<file path="config.mk">
export PLATFORM = sky130hd
export DESIGN_NAME = neopixel_chain_ctrl_flat
export DESIGN_NICKNAME = d
export VERILOG_FILES = /design/src/rtl/neopixel_chain_ctrl_if.sv /design/src/rtl/neopixel_chain_ctrl.sv /design/src/flat_wrapper.sv
export SDC_FILE = /design/constraint.sdc
export NUM_CORES = 1
export LEC_CHECK = 0
export CORE_MARGIN = 2
export CORE_UTILIZATION = 35
export CTS_CLUSTER_SIZE = 16
export DETAILED_ROUTE_END_ITERATION = 7
export PLACE_DENSITY_LB_ADDON = 0.1
export SYNTH_ARGS = -nofsm -noshare
export SYNTH_HDL_FRONTEND = slang
export SYNTH_SLANG_ARGS = --single-unit
</file>
<file path="constraint.sdc">
create_clock -name CLK -period 8.5 [get_ports CLK]
set_input_delay 2.55 -clock CLK [delete_from_list [all_inputs] [get_ports CLK]]
set_output_delay 2.55 -clock CLK [all_outputs]
set_load 0.1 [all_outputs]
</file>
<file path="src/rtl/neopixel_chain_ctrl_if.sv">
// Load/trigger/status bundle between the byte source and the WS2812 chain controller.
interface neopixel_chain_ctrl_if;
    logic [7:0] i_byte;
    logic       i_valid;
    logic       i_sof;
    logic       i_trigger;
    logic       o_dout;
    logic       o_busy;
    logic       o_frame_done;
    logic       o_load_done;

    modport master (
        output i_byte, i_valid, i_sof, i_trigger,
        input  o_dout, o_busy, o_frame_done, o_load_done
    );

    modport slave (
        input  i_byte, i_valid, i_sof, i_trigger,
        output o_dout, o_busy, o_frame_done, o_load_done
    );
endinterface

</file>
<file path="src/rtl/neopixel_chain_ctrl.sv">
// WS2812 chain controller: double-buffered GRB byte store loaded from a byte
// stream, tear-free bank swap in IDLE, and a serial bit-timing encoder.
module neopixel_chain_ctrl #(
    parameter int NUM_PIXELS   = 10,
    parameter int TBIT         = 15,
    parameter int T0H          = 4,
    parameter int T1H          = 9,
    parameter int TRESET       = 600,
    parameter int AUTO_REFRESH = 1
) (
    input  logic                 CLK,
    input  logic                 RSTN,
    neopixel_chain_ctrl_if.slave bus
);
    localparam int NB     = 3 * NUM_PIXELS;
    localparam int PTR_W  = $clog2(NB);
    localparam int AW     = $clog2(2 * NB);
    localparam int TC_MAX = (TBIT > TRESET) ? TBIT : TRESET;
    localparam int TC_W   = $clog2(TC_MAX);
    localparam int PIX_W  = (NUM_PIXELS > 1) ? $clog2(NUM_PIXELS) : 1;

    typedef enum logic [2:0] {
        ST_IDLE, ST_FETCH, ST_BIT_HIGH, ST_BIT_LOW, ST_LATCH
    } state_t;

    state_t             state_q, state_d;
    logic [PTR_W-1:0]   ptr_q, ptr_d;
    logic               front_q, front_d;
    logic               commit_pending_q, commit_pending_d;
    logic               have_frame_q, have_frame_d;
    logic [PIX_W-1:0]   pix_q, pix_d;
    logic [4:0]         bit_cnt_q, bit_cnt_d;
    logic [TC_W-1:0]    tcnt_q, tcnt_d;
    logic [23:0]        shreg_q, shreg_d;
    logic               dout_q, dout_d;
    logic               busy_q, busy_d;
    logic               frame_done_q, frame_done_d;
    logic               load_done_q, load_done_d;

    logic               we_s;
    logic               swap_s;
    logic [PTR_W-1:0]   widx_s;
    logic [AW-1:0]      wr_addr_s;
    logic [AW-1:0]      rd_addr_s;
    logic [1:0]         rd_off_s;
    logic [TC_W-1:0]    hi_last_s;

    logic [7:0]         mem_q [0:2*NB-1];
    logic [7:0]         rd_data_q;

    // Byte loader: pointer update, back-bank write enable, full-load detection.
    always_comb begin
        ptr_d  = ptr_q;
        we_s   = 1'b0;
        widx_s = '0;
        if (bus.i_valid) begin
            if (bus.i_sof) begin
                we_s   = 1'b1;
                widx_s = '0;
                ptr_d  = PTR_W'(32'd1);
            end else if (ptr_q < PTR_W'(NB)) begin
                we_s   = 1'b1;
                widx_s = ptr_q;
                ptr_d  = ptr_q + PTR_W'(32'd1);
            end else begin
                ptr_d  = ptr_q;
            end
        end else if (bus.i_sof) begin
            ptr_d = '0;
        end else begin
            ptr_d = ptr_q;
        end
        load_done_d = we_s && (widx_s == PTR_W'(NB - 1));
        // The back bank is whichever bank is not being transmitted.
        wr_addr_s   = AW'(32'(widx_s) + (front_q ? 32'd0 : 32'(NB)));
    end

    // Bank swap: only while idle and with no byte arriving in the same cycle.
    always_comb begin
        swap_s           = (state_q == ST_IDLE) && commit_pending_q && !bus.i_valid;
        front_d          = swap_s ? ~front_q : front_q;
        commit_pending_d = load_done_d | (commit_pending_q & ~swap_s);
        have_frame_d     = have_frame_q | swap_s;
    end

    // Frame sequencer: pixel fetch, per-bit high/low timing, latch period.
    always_comb begin
        state_d   = state_q;
        pix_d     = pix_q;
        bit_cnt_d = bit_cnt_q;
        tcnt_d    = tcnt_q;
        shreg_d   = shreg_q;
        rd_off_s  = 2'd0;
        hi_last_s = shreg_q[23] ? TC_W'(T1H - 1) : TC_W'(T0H - 1);
        case (state_q)
            ST_IDLE: begin
                if (have_frame_q && ((AUTO_REFRESH != 0) || bus.i_trigger)) begin
                    state_d   = ST_FETCH;
                    pix_d     = '0;
                    bit_cnt_d = 5'd0;
                end else begin
                    state_d   = ST_IDLE;
                end
            end
            ST_FETCH: begin
                // Addresses issued on counts 0..2, data captured on counts 1..3.
                rd_off_s = (bit_cnt_q[1:0] == 2'd3) ? 2'd0 : bit_cnt_q[1:0];
                if (bit_cnt_q != 5'd0) begin
                    shreg_d = {shreg_q[15:0], rd_data_q};
                end else begin
                    shreg_d = shreg_q;
                end
                if (bit_cnt_q == 5'd3) begin
                    state_d   = ST_BIT_HIGH;
                    bit_cnt_d = 5'd0;
                    tcnt_d    = '0;
                end else begin
                    bit_cnt_d = bit_cnt_q + 5'd1;
                end
            end
            ST_BIT_HIGH: begin
                tcnt_d = tcnt_q + TC_W'(32'd1);
                if (tcnt_q == hi_last_s) begin
                    state_d = ST_BIT_LOW;
                end else begin
                    state_d = ST_BIT_HIGH;
                end
            end
            ST_BIT_LOW: begin
                if (tcnt_q == TC_W'(TBIT - 1)) begin
                    tcnt_d  = '0;
                    shreg_d = {shreg_q[22:0], 1'b0};
                    if (bit_cnt_q == 5'd23) begin
                        bit_cnt_d = 5'd0;
                        if (pix_q == PIX_W'(NUM_PIXELS - 1)) begin
                            state_d = ST_LATCH;
                        end else begin
                            pix_d   = pix_q + PIX_W'(32'd1);
                            state_d = ST_FETCH;
                        end
                    end else begin
                        bit_cnt_d = bit_cnt_q + 5'd1;
                        state_d   = ST_BIT_HIGH;
                    end
                end else begin
                    tcnt_d = tcnt_q + TC_W'(32'd1);
                end
            end
            ST_LATCH: begin
                if (tcnt_q == TC_W'(TRESET - 1)) begin
                    state_d = ST_IDLE;
                    tcnt_d  = '0;
                end else begin
                    tcnt_d  = tcnt_q + TC_W'(32'd1);
                end
            end
            default: begin
                state_d = ST_IDLE;
            end
        endcase
        rd_addr_s    = AW'(32'(pix_q) * 32'd3 + 32'(rd_off_s) + (front_q ? 32'(NB) : 32'd0));
        // Outputs are decoded from the next state so they register in step with it.
        dout_d       = (state_d == ST_BIT_HIGH);
        busy_d       = (state_d != ST_IDLE);
        frame_done_d = (state_d == ST_LATCH) && (tcnt_d == TC_W'(TRESET - 1));
    end

    // Pixel RAM: back-bank writes and registered front-bank reads.
    always_ff @(posedge CLK) begin
        if (we_s) begin
            mem_q[wr_addr_s] <= bus.i_byte;
        end
        rd_data_q <= mem_q[rd_addr_s];
    end

    // Control and output registers.
    always_ff @(posedge CLK or negedge RSTN) begin
        if (!RSTN) begin
            state_q          <= ST_IDLE;
            ptr_q            <= '0;
            front_q          <= 1'b0;
            commit_pending_q <= 1'b0;
            have_frame_q     <= 1'b0;
            pix_q            <= '0;
            bit_cnt_q        <= 5'd0;
            tcnt_q           <= '0;
            shreg_q          <= 24'd0;
            dout_q           <= 1'b0;
            busy_q           <= 1'b0;
            frame_done_q     <= 1'b0;
            load_done_q      <= 1'b0;
        end else begin
            state_q          <= state_d;
            ptr_q            <= ptr_d;
            front_q          <= front_d;
            commit_pending_q <= commit_pending_d;
            have_frame_q     <= have_frame_d;
            pix_q            <= pix_d;
            bit_cnt_q        <= bit_cnt_d;
            tcnt_q           <= tcnt_d;
            shreg_q          <= shreg_d;
            dout_q           <= dout_d;
            busy_q           <= busy_d;
            frame_done_q     <= frame_done_d;
            load_done_q      <= load_done_d;
        end
    end

    assign bus.o_dout       = dout_q;
    assign bus.o_busy       = busy_q;
    assign bus.o_frame_done = frame_done_q;
    assign bus.o_load_done  = load_done_q;
endmodule

</file>
<file path="src/flat_wrapper.sv">
// flat-port wrapper written by rule: the top's interface ports become plain ports
module neopixel_chain_ctrl_flat 
#(
    parameter int NUM_PIXELS   = 10,
    parameter int TBIT         = 15,
    parameter int T0H          = 4,
    parameter int T1H          = 9,
    parameter int TRESET       = 600,
    parameter int AUTO_REFRESH = 1
)
  (CLK, RSTN, bus_i_byte, bus_i_valid, bus_i_sof, bus_i_trigger, bus_o_dout, bus_o_busy, bus_o_frame_done, bus_o_load_done);
  neopixel_chain_ctrl_if bus_i ();
  input  logic CLK;
  input  logic RSTN;
  input wire logic [$bits(bus_i.i_byte)-1:0] bus_i_byte;
  input wire logic [$bits(bus_i.i_valid)-1:0] bus_i_valid;
  input wire logic [$bits(bus_i.i_sof)-1:0] bus_i_sof;
  input wire logic [$bits(bus_i.i_trigger)-1:0] bus_i_trigger;
  output wire logic [$bits(bus_i.o_dout)-1:0] bus_o_dout;
  output wire logic [$bits(bus_i.o_busy)-1:0] bus_o_busy;
  output wire logic [$bits(bus_i.o_frame_done)-1:0] bus_o_frame_done;
  output wire logic [$bits(bus_i.o_load_done)-1:0] bus_o_load_done;
  assign bus_i.i_byte = bus_i_byte;
  assign bus_i.i_valid = bus_i_valid;
  assign bus_i.i_sof = bus_i_sof;
  assign bus_i.i_trigger = bus_i_trigger;
  assign bus_o_dout = bus_i.o_dout;
  assign bus_o_busy = bus_i.o_busy;
  assign bus_o_frame_done = bus_i.o_frame_done;
  assign bus_o_load_done = bus_i.o_load_done;
  neopixel_chain_ctrl #(.NUM_PIXELS(NUM_PIXELS), .TBIT(TBIT), .T0H(T0H), .T1H(T1H), .TRESET(TRESET), .AUTO_REFRESH(AUTO_REFRESH)) u_core (.CLK(CLK), .RSTN(RSTN), .bus(bus_i));
endmodule
</file>
# --- Word level (Yosys, flattened, before mapping) ---
# Memory sizes are Yosys's and may differ from the RTL's. A register that Yosys moved wholly into a read port is not among the register bits.
# Cells that the tools add are included.
# Widths: inputs -> output; s select.
op_classes:
  addsub: 7
  multipliers: 1
  magnitude_cmp: 1
  eq_ne: 20
  n_mux: 42
  n_bitwise: 5
  reduce_logical: 17
ops:
  columns: ["operator", "n"]
  rows:
  - ["$mux 5", 13]
  - ["$mux 24", 2]
  - ["$pmux 24 s2", 1]
  - ["$pmux 10 s4", 1]
  - ["$mux 10", 3]
  - ["$eq 10x10->1 const B", 2]
  - ["$mux 4", 5]
  - ["$mux 3", 5]
  - ["$pmux 3 s5", 1]
  - ["$pmux 5 s3", 1]
  - ["$add 10x1->10 const B", 1]
  - ["$add 5x1->5 const B", 2]
  - ["$eq 10x10->1", 1]
  - ["$eq 10x4->1 const B", 1]
  - ["$eq 5x5->1 const B", 2]
  - ["$eq 3x2->1 const B", 3]
  - ["$ne 2x1->1 const B", 4]
  - ["$pmux 4 s2", 1]
  - ["$reduce_bool 2->1", 4]
  - ["$mux 1", 7]
  - ["$add 5x6->6", 1]
  - ["$add 6x2->6", 1]
  - ["$add 6x6->6", 1]
  - ["$eq 3x3->1 const B", 2]
  - ["20 further kinds", 28]
word_totals:
  regBits: 58
  ram_bits: 480
  in_bits: 13
  out_inout_bits: 4
  wordCells: 107
  mem_count: 1
mem_list:
  columns: ["memory", "words", "width", "rd", "rd_clocked_by_memory_dff", "wr", "line_no", "rtl"]
  rows:
  - ["u_core.mem_q", 60, 8, 1, 1, 1, "neopixel_chain_ctrl.sv:48", "logic [7:0] mem_q [0:2*NB-1];"]

# --- Longest topological paths before layout ---
# Gate-level depths: netlist of the first run.
logic_depth:
  depth_word: 7
  ltp_mapped: 17
  ltp_nobuf: 14

# --- Worst setup path after synthesis of the first run ---
# No wires, ideal clock.
synth_path:
  path_type: "in2reg"
  from: "input port bus_i_sof"
  to: "memory u_core.mem_q[29][0] (enable)"
  setup_ns: 0.370
  t_arrival_ns: 5.026
  required_time_ns: 8.130
  setup_slack_ns: 3.104
  cell_stages: 11
  path_buffers: 2
  path_cell_list: "buf_2 and2b_1 and3_1 ha_1 fa_1 a31oi_1 o21bai_1 mux2i_1 or3_1 clkbuf_1 nor2_1"
synth_between:
  elab_chain_cells: 4
  word_cells_on_any_way: 7
  cone_classes: "add/sub (1); mux (6)"
synth_rtl:
  columns: ["element", "line_no", "rtl"]
  rows:
  - ["start: declaration", "flat_wrapper.sv:17", "input wire logic [$bits(bus_i.i_sof)-1:0] bus_i_sof;"]
  - ["parallel branches: the longest is 4 deep, another holds $add 5x6->6", null, null]
  - ["end: declaration", "neopixel_chain_ctrl.sv:48", null]
# Parallel ways; which one is timed is not known.

# --- Final worst setup path of the first run ---
layout_path:
  from: "input port bus_i_sof"
  to: "memory u_core.mem_q[47][3] (enable)"
# The elaborated chain is that of the path after synthesis.

==> impl_metrics.json, run 1 <==
{
  "status": "complete, no violations",
  "fin_skew_ps": 13.69,
  "critPathRequiredTime_ps": 8730,
  "worst-path-buf-inv": 1,
  "dp_hpwl_um": 34000,
  "fin_util_pct": 40.18,
  "gp_congestion": 0.8298,
  "netlist_area_um2": 22670,
  "min_path_type": "reg -> reg",
  "power_uw": 5688,
  "dr.pass1.iters": 5,
  "power_leakage_uw": 0.008843,
  "grt_pass1_vias": 12590,
  "yosys.area.top_type": "edfxtp_1",
  "finalWirelength_um": 56770,
  "dr.first_iter.drc_count": 1136,
  "clockRootBuffer": "clkbuf_16",
  "finalCriticalPeriod_ps": 6045,
  "min_from": "u_core.have_frame_q$_DFF_PN0_",
  "ys_warn_count": 0,
  "p_comb_share_pct": 1.4,
  "h-tree-depth": 2,
  "design_area_um2": 25810,
  "ir_worst_vdd_uv": 151.9,
  "dieWidth_um": 258.5,
  "drive_gt1_share_pct": 16.20,
  "async_flop_share_pct": 10.62,
  "holdBufCountCts": 0,
  "synth.avg_cell_area_um2": 16.24,
  "cts_made_buffers": 60,
  "wl_per_cell_um": 24.35,
  "setup-tns-final_ps": 0,
  "r2r-start": "u_core.state_q[1]$_DFF_PN0_",
  "clkSinkCount": 546,
  "post_cts_buffers": 0,
  "place_area_um2": 23760,
  "finalSetupViolations": 0,
  "cp-end-kind": "flop",
  "p_sw_uw": 1154,
  "critPathMaxStageDelay_ps": 980,
  "grt_use_total_pct": 17.15,
  "synth_nets": 1437,
  "grt_max_degree": 82,
  "core_area_um2": 64230,
  "cellInternalPower_uw": 4535,
  "fp.dieH_um": 258.5,
  "cts_tree": "done",
  "start_kind": "input port",
  "die_area_um2": 66810,
  "synth_seq_cells": 546,
  "yosysSeqAreaShare_pct": 70.70,
  "drv_slew": 0,
  "swShare_pct": 20.28,
  "min_period_over_period_pct": 71.12,
  "syn2layout_area_growth_pct": 13.86,
  "initial_core_util_pct": 35.29,
  "cp.arrival_ps": 6280,
  "rows": 93,
  "slew-limit-headroom_pct": 28.94,
  "maxCapViolations": 0,
  "ctsResizeCount": 0,
  "fmax_ghz": 0.1654,
  "path_max_fanout": 9,
  "synth-edff-count": 480,
  "overflow": 0,
  "grt_first_pass_wirelength_um": 84550,
  "netlist_instances": 1396,
  "p_per_area_nw_per_um2": 220.4,
  "path_delay_family": "simple AND/OR/NAND/NOR gates",
  "drtAntennaViolNets": 0,
  "ios": 17,
  "cp.depth": 7,
  "power_frac_clock_pct": 47.0,
  "synth_area_leaders": "edfxtp_1 64%, mux4_2 8.7%, dfrtp_1 6.4%, mux2i_1 2.4%, nand2_1 2.2%",
  "cpMaxStageDelayCell": "nor2_1",
  "worstMarginPinSlew_ps": 1063,
  "path_clk_slew_ps": 50,
  "hold_viol": 0,
  "setup_ws_ps": 2455,
  "startpoint": "bus_i_sof",
  "r2r_slack_ps": 3050,
  "p_seq_share_pct": 51.6,
  "drc": 0,
  "insertion_delay_ps": 620,
  "synthFlopType": "edfxtp_1",
  "whs_path_depth": 1,
  "r2r_cells": 13,
  "antenna_found_initial": 1,
  "avgViaCountPerCell": 5.272,
  "finalNetCount": 1465,
  "dr_total_vias": 12290,
  "rsz0062_at_grt": "false",
  "synth_cell_type_count": 75,
  "crit_chain": "clkdlybuf4s50_1 -> and2b_1 -> and3_1 -> ha_1 -> fa_1 -> nand3_1 -> nor2_1",
  "cts_buffer_depth": 3,
  "place_ws_ps": 1887,
  "synth_top_area_share_pct": 63.59,
  "portBuffers": 15,
  "crit_type": "in -> reg"
}
[metal layers]
layer | vias up | GRT usage (%) | routed length [um]
met4 | 0 | 5.106 | 1378
met3 | 88 | 2.592 | 2632
met1 | 6368 | 24.57 | 26260
met2 | 288 | 27.11 | 26490
li1 | 5545 | - | -
met5 | - | 0 | 0
[power groups by stage]
stage | clock network (uW) | registers [uW] | logic (uW)
2_1_floorplan | 0 | 2990 | 18.8
3_3_place_gp | 0 | 2990 | 82.7
3_5_place_dp | 0 | 2990 | 85.2
4_1_cts | 2740 | 2930 | 85.3
5_1_grt | 2850 | 2930 | 91.1
6_report | 2670 | 2930 | 82.2
[cells in the final DEF, fill, tap and decap left out, types with 6 or more instances in the layout]
master and instances:
a21o_1 7, a211oi_1 9, o22ai_1 6, dfxtp_1 8, dfrtp_1 58, o211ai_1 7, buf_4 22, o311a_1 6
clkbuf_1 7, nand4_1 14, bufinv_16 7, and3_1 8, nand3_1 45, nor2_1 127, a21oi_1 35, clkbuf_16 63
nor3_1 7, nor2b_1 7, clkinv_1 10, mux2i_1 54, xnor2_1 8, o21ai_1 15, inv_1 19, clkdlybuf4s50_1 6
ha_1 22, o311ai_1 6, or3_1 7, a31oi_1 19, clkinv_2 15, o21ai_0 11, edfxtp_1 480, buf_2 9
nand3b_1 6, nand2_1 130, a32oi_1 19, mux2_2 6, mux4_2 88, o221ai_1 6, xor2_1 6
[per-stage QoR]
stage                     hold WS, ps  cells
after detailed placement        494.9   2217
after CTS                       505.1   2330
after floorplan                 449.9   1396
final                           501.9   2331
after global placement          496.0   2217
after global routing            533.1   2330
[cell usage after synthesis, drive strengths merged, types with 7 or more instances]
cell,count
mux2i,54
a32oi,19
buf,28
a21o,7
ha,22
nor2,129
nand4,14
a21oi,36
o211ai,8
nand2,130
a31oi,19
mux4,88
o311ai,7
a211oi,9
dfxtp,8
clkbuf,45
or3,7
edfxtp,480
nor3,7
nand3,45
and3,8
nor2b,7
o21ai,26
inv,19
xnor2,9
xor2,8
dfrtp,58
[cells by family (layout without fill, tap and decap cells)]
group | count (synthesis) | after routing | synth area share, %
flip-flops | 546 | 546 | 70.70
AND/OR/NAND/NOR | 381 | 381 | 7.612
AO/OA/AOI/OAI | 182 | 182 | 5.779
multiplexers | 148 | 148 | 11.43
buffers and inverters | 92 | 171 | 1.855
adder cells (fa/ha/maj) | 29 | 29 | 1.788
XOR/XNOR | 18 | 18 | 0.8391
other | 0 | 1 | 0
[worst register-to-register path: stages, from the launching register on]
cell	delay (ps)
dfrtp_1	580
inv_1	260
and3_1	240
ha_1	310
inv_1	50
ha_1	200
or2_2	320
fa_4	1180
buf_4	620
mux4_2	420
mux2_2	290
mux2_2	270
mux2i_1	330
o211ai_1	210
[cell type report]
class	count	area, um^2
tap	855	1070
clock inverter	39	387.9
sequential	546	16030
fill	5968	38420
clock buffer	74	1658
timing repair buffer	39	310.3
multi-input combinational	758	6282
inverter	19	71.32
antenna	1	2.502
[worst paths after layout]
kind / endpoint
max: u_core.mem_q[47][3]$_DFFE_PP_
min: u_core.pix_q[2]$_DFFE_PN0P_
max reg2reg: u_core.rd_data_q[6]$_DFF_P_
min reg2reg: u_core.pix_q[2]$_DFFE_PN0P_
max in group asynchronous: u_core.shreg_q[20]$_DFFE_PN0P_
min in group asynchronous: u_core.bus.o_frame_done$_DFF_PN0_
[registers in the layout, indices dropped and copies added, names as in the netlist]
register	count
u_core.shreg_q	24
u_core.state_q	3
u_core.have_frame_q	1
u_core.bus.o_frame_done	1
u_core.bus.o_dout	1
u_core.mem_q	480
u_core.ptr_q	5
u_core.tcnt_q	10
u_core.rd_data_q	8
u_core.bit_cnt_q	5
u_core.pix_q	4
u_core.commit_pending_q	1
u_core.front_q	1
u_core.bus.o_load_done	1
u_core.bus.o_busy	1
(Power assumes the default switching activity.)
==> run 2, diff against run 1 <==
==> constraint.sdc (replaced) <==
create_clock -name CLK -period 6 [get_ports CLK]
set_input_delay 1.8 -clock CLK [delete_from_list [all_inputs] [get_ports CLK]]
set_output_delay 1.8 -clock CLK [all_outputs]
set_load 0.1 [all_outputs]
==> run 2 against run 1 <==
  * Clock skew rose by 8.7 ps
  * Setup slack lost 1400 ps
  * Sequential share of layout area decreased by 1.1 points
  * Critical endpoint is now u_core.rd_data_q[4]$_DFF_P_
  * Highest routed layer unchanged
==> impl_metrics.json, run 2 (synthesis results as in run 1) <==
{
  "status": "complete, no violations",
  "wl_per_cell_um": 23.81,
  "dr.first_iter.drc_count": 1244,
  "drc": 0,
  "cp.arrival_ps": 5460,
  "place_area_um2": 24400,
  "fill_cells": 5898,
  "post_cts_buffers": 0,
  "regMostFlops": "u_core.mem_q",
  "setup-tns-final_ps": 0,
  "reg_top3": "u_core.mem_q: 480 flops, u_core.shreg_q: 24 flops, u_core.tcnt_q: 10 flops",
  "die_area_um2": 66810,
  "path_delay_family": "adder cells",
  "cp-end-kind": "flop",
  "hold_viol": 0,
  "grt_first_pass_wirelength_um": 84880,
  "finalCriticalPeriod_ps": 4921,
  "path_clk_slew_ps": 60,
  "p_per_area_nw_per_um2": 295.9,
  "cts_made_buffers": 58,
  "drtAntennaViolNets": 0,
  "avgViaCountPerCell": 5.222,
  "dr.pass1.iters": 6,
  "cts_buffer_depth": 3,
  "maxCapViolations": 0,
  "min_path_type": "reg -> reg",
  "ctsResizeCount": 0,
  "finalSetupViolations": 0,
  "worstMarginPinSlew_ps": 1045,
  "finalWirelength_um": 57290,
  "slew-limit-headroom_pct": 29.84,
  "dieWidth_um": 258.5,
  "dp_hpwl_um": 35630,
  "fin_skew_ps": 22.34,
  "crit_chain": "inv_1 -> and3_1 -> ha_1 -> inv_1 -> ha_1 -> or2_2 -> fa_4 -> buf_4 -> mux4_2 -> nor2_1 -> o311ai_1 -> o311a_1",
  "rsz0062_at_grt": "false",
  "antenna_found_initial": 0,
  "design_area_um2": 26250,
  "h-tree-depth": 2,
  "holdBufCountCts": 0,
  "ir_worst_vdd_uv": 200.9,
  "cpMaxStageDelayCell": "fa_4",
  "drv_slew": 0,
  "cts_tree": "done",
  "finalNetCount": 1544,
  "critPathMaxStageDelay_ps": 1120,
  "crit_type": "reg -> reg",
  "clkSinkCount": 546,
  "grt_max_degree": 61,
  "fp.dieH_um": 258.5,
  "final_common_cell": "edfxtp_1",
  "path_max_fanout": 20,
  "worst-path-buf-inv": 3,
  "min_period_over_period_pct": 82.01,
  "diodes": 0,
  "final_cell_mix": "480 x edfxtp_1, 130 x nand2_1, 127 x nor2_1, 100 x buf_4, 88 x mux4_2",
  "hold_ws_ps": 496.8,
  "core_area_um2": 64230,
  "insertion_delay_ps": 640,
  "fmax_ghz": 0.2032,
  "initial_core_util_pct": 35.29,
  "dr_total_vias": 12560,
  "start_kind": "flop",
  "portBuffers": 15,
  "largest_register_ffs": 480,
  "grt_use_total_pct": 17.27,
  "power_leakage_uw": 0.009177,
  "syn2layout_area_growth_pct": 15.81,
  "ios": 17,
  "overflow": 0,
  "gp_congestion": 0.8090,
  "drive_gt1_share_pct": 19.86,
  "clockRootBuffer": "clkbuf_16",
  "rows": 93,
  "critPathRequiredTime_ps": 6540,
  "grt_pass1_vias": 12650
}
## run 2: cell count changes in the layout (fill, tap and decap cells not counted), sizes merged
cell / before / now
buf: 33 / 114
clkinvlp: 3 / 1
diode: 1 / 0
clkbuf: 74 / 69
clkinv: 28 / 31
inv: 20 / 21
bufinv: 7 / 5
## run 2: final timing paths
| path | depth (start not counted) | slack (ps) | start | to |
|---|---|---|---|---|
| worst max-delay path | 12 | 1080 | u_core.state_q[1]$_DFF_PN0_ | u_core.rd_data_q[4]$_DFF_P_ |
| worst min-delay path | 1 | 500 | u_core.have_frame_q$_DFF_PN0_ | u_core.pix_q[3]$_DFFE_PN0P_ |
| worst max register to register | 12 | 1080 | u_core.state_q[1]$_DFF_PN0_ | u_core.rd_data_q[4]$_DFF_P_ |
| worst min register to register | 1 | 500 | u_core.have_frame_q$_DFF_PN0_ | u_core.pix_q[3]$_DFFE_PN0P_ |
| max in group asynchronous | 2 | 4050 | RSTN | u_core.bit_cnt_q[1]$_DFFE_PN0P_ |
| min in group asynchronous | 1 | 1050 | RSTN | u_core.tcnt_q[7]$_DFF_PN0_ |
## run 2: through the flow
stage	util, %	cells	setup WS (ps)	total power [uW]
final	40.87	2406	1079	7768
after global routing	40.87	2406	869.8	8024
after CTS	40.87	2406	1024	7874
after detailed placement	37.99	2298	520.7	4363
after global placement	37.99	2298	543.8	4359
after floorplan	-	1396	1354	4259
## run 2: layout make-up
cell class | count | area [um^2] | area share, %
Clock buffer | 69 | 1493 | 5.686
Clock inverter | 39 | 354.1 | 1.349
Inverter | 19 | 71.32 | 0.2717
Multi-Input combinational cell | 758 | 6282 | 23.93
Sequential cell | 546 | 16030 | 61.05
Tap cell | 855 | 1070 | 4.075
Timing Repair Buffer | 120 | 955.9 | 3.641
## run 2: report_power, final
group          internal, uW  switching [uW]
logic                  24.3            99.0
registers              4150            6.27
clock network          1990            1490
total                  6170            1600
## run 2: layer usage
metal	global-route usage [%]	share of wire, %	up-vias
met3	2.445	4.7	85
met2	26.63	46	281
met4	5.748	2.8	0
met5	0	0	-
li1	-	-	5706
met1	25.22	46	6492
## run 2: worst register-to-register path, delay by kind of cell (launching register included)
kind	cells	cell delay [ps]
AND/OR/NAND/NOR	3	590
multiplexers	1	230
flip-flops	1	570
buffers and inverters	3	660
AO/OA/AOI/OAI	2	1170
adder cells (fa/ha/maj)	3	1620
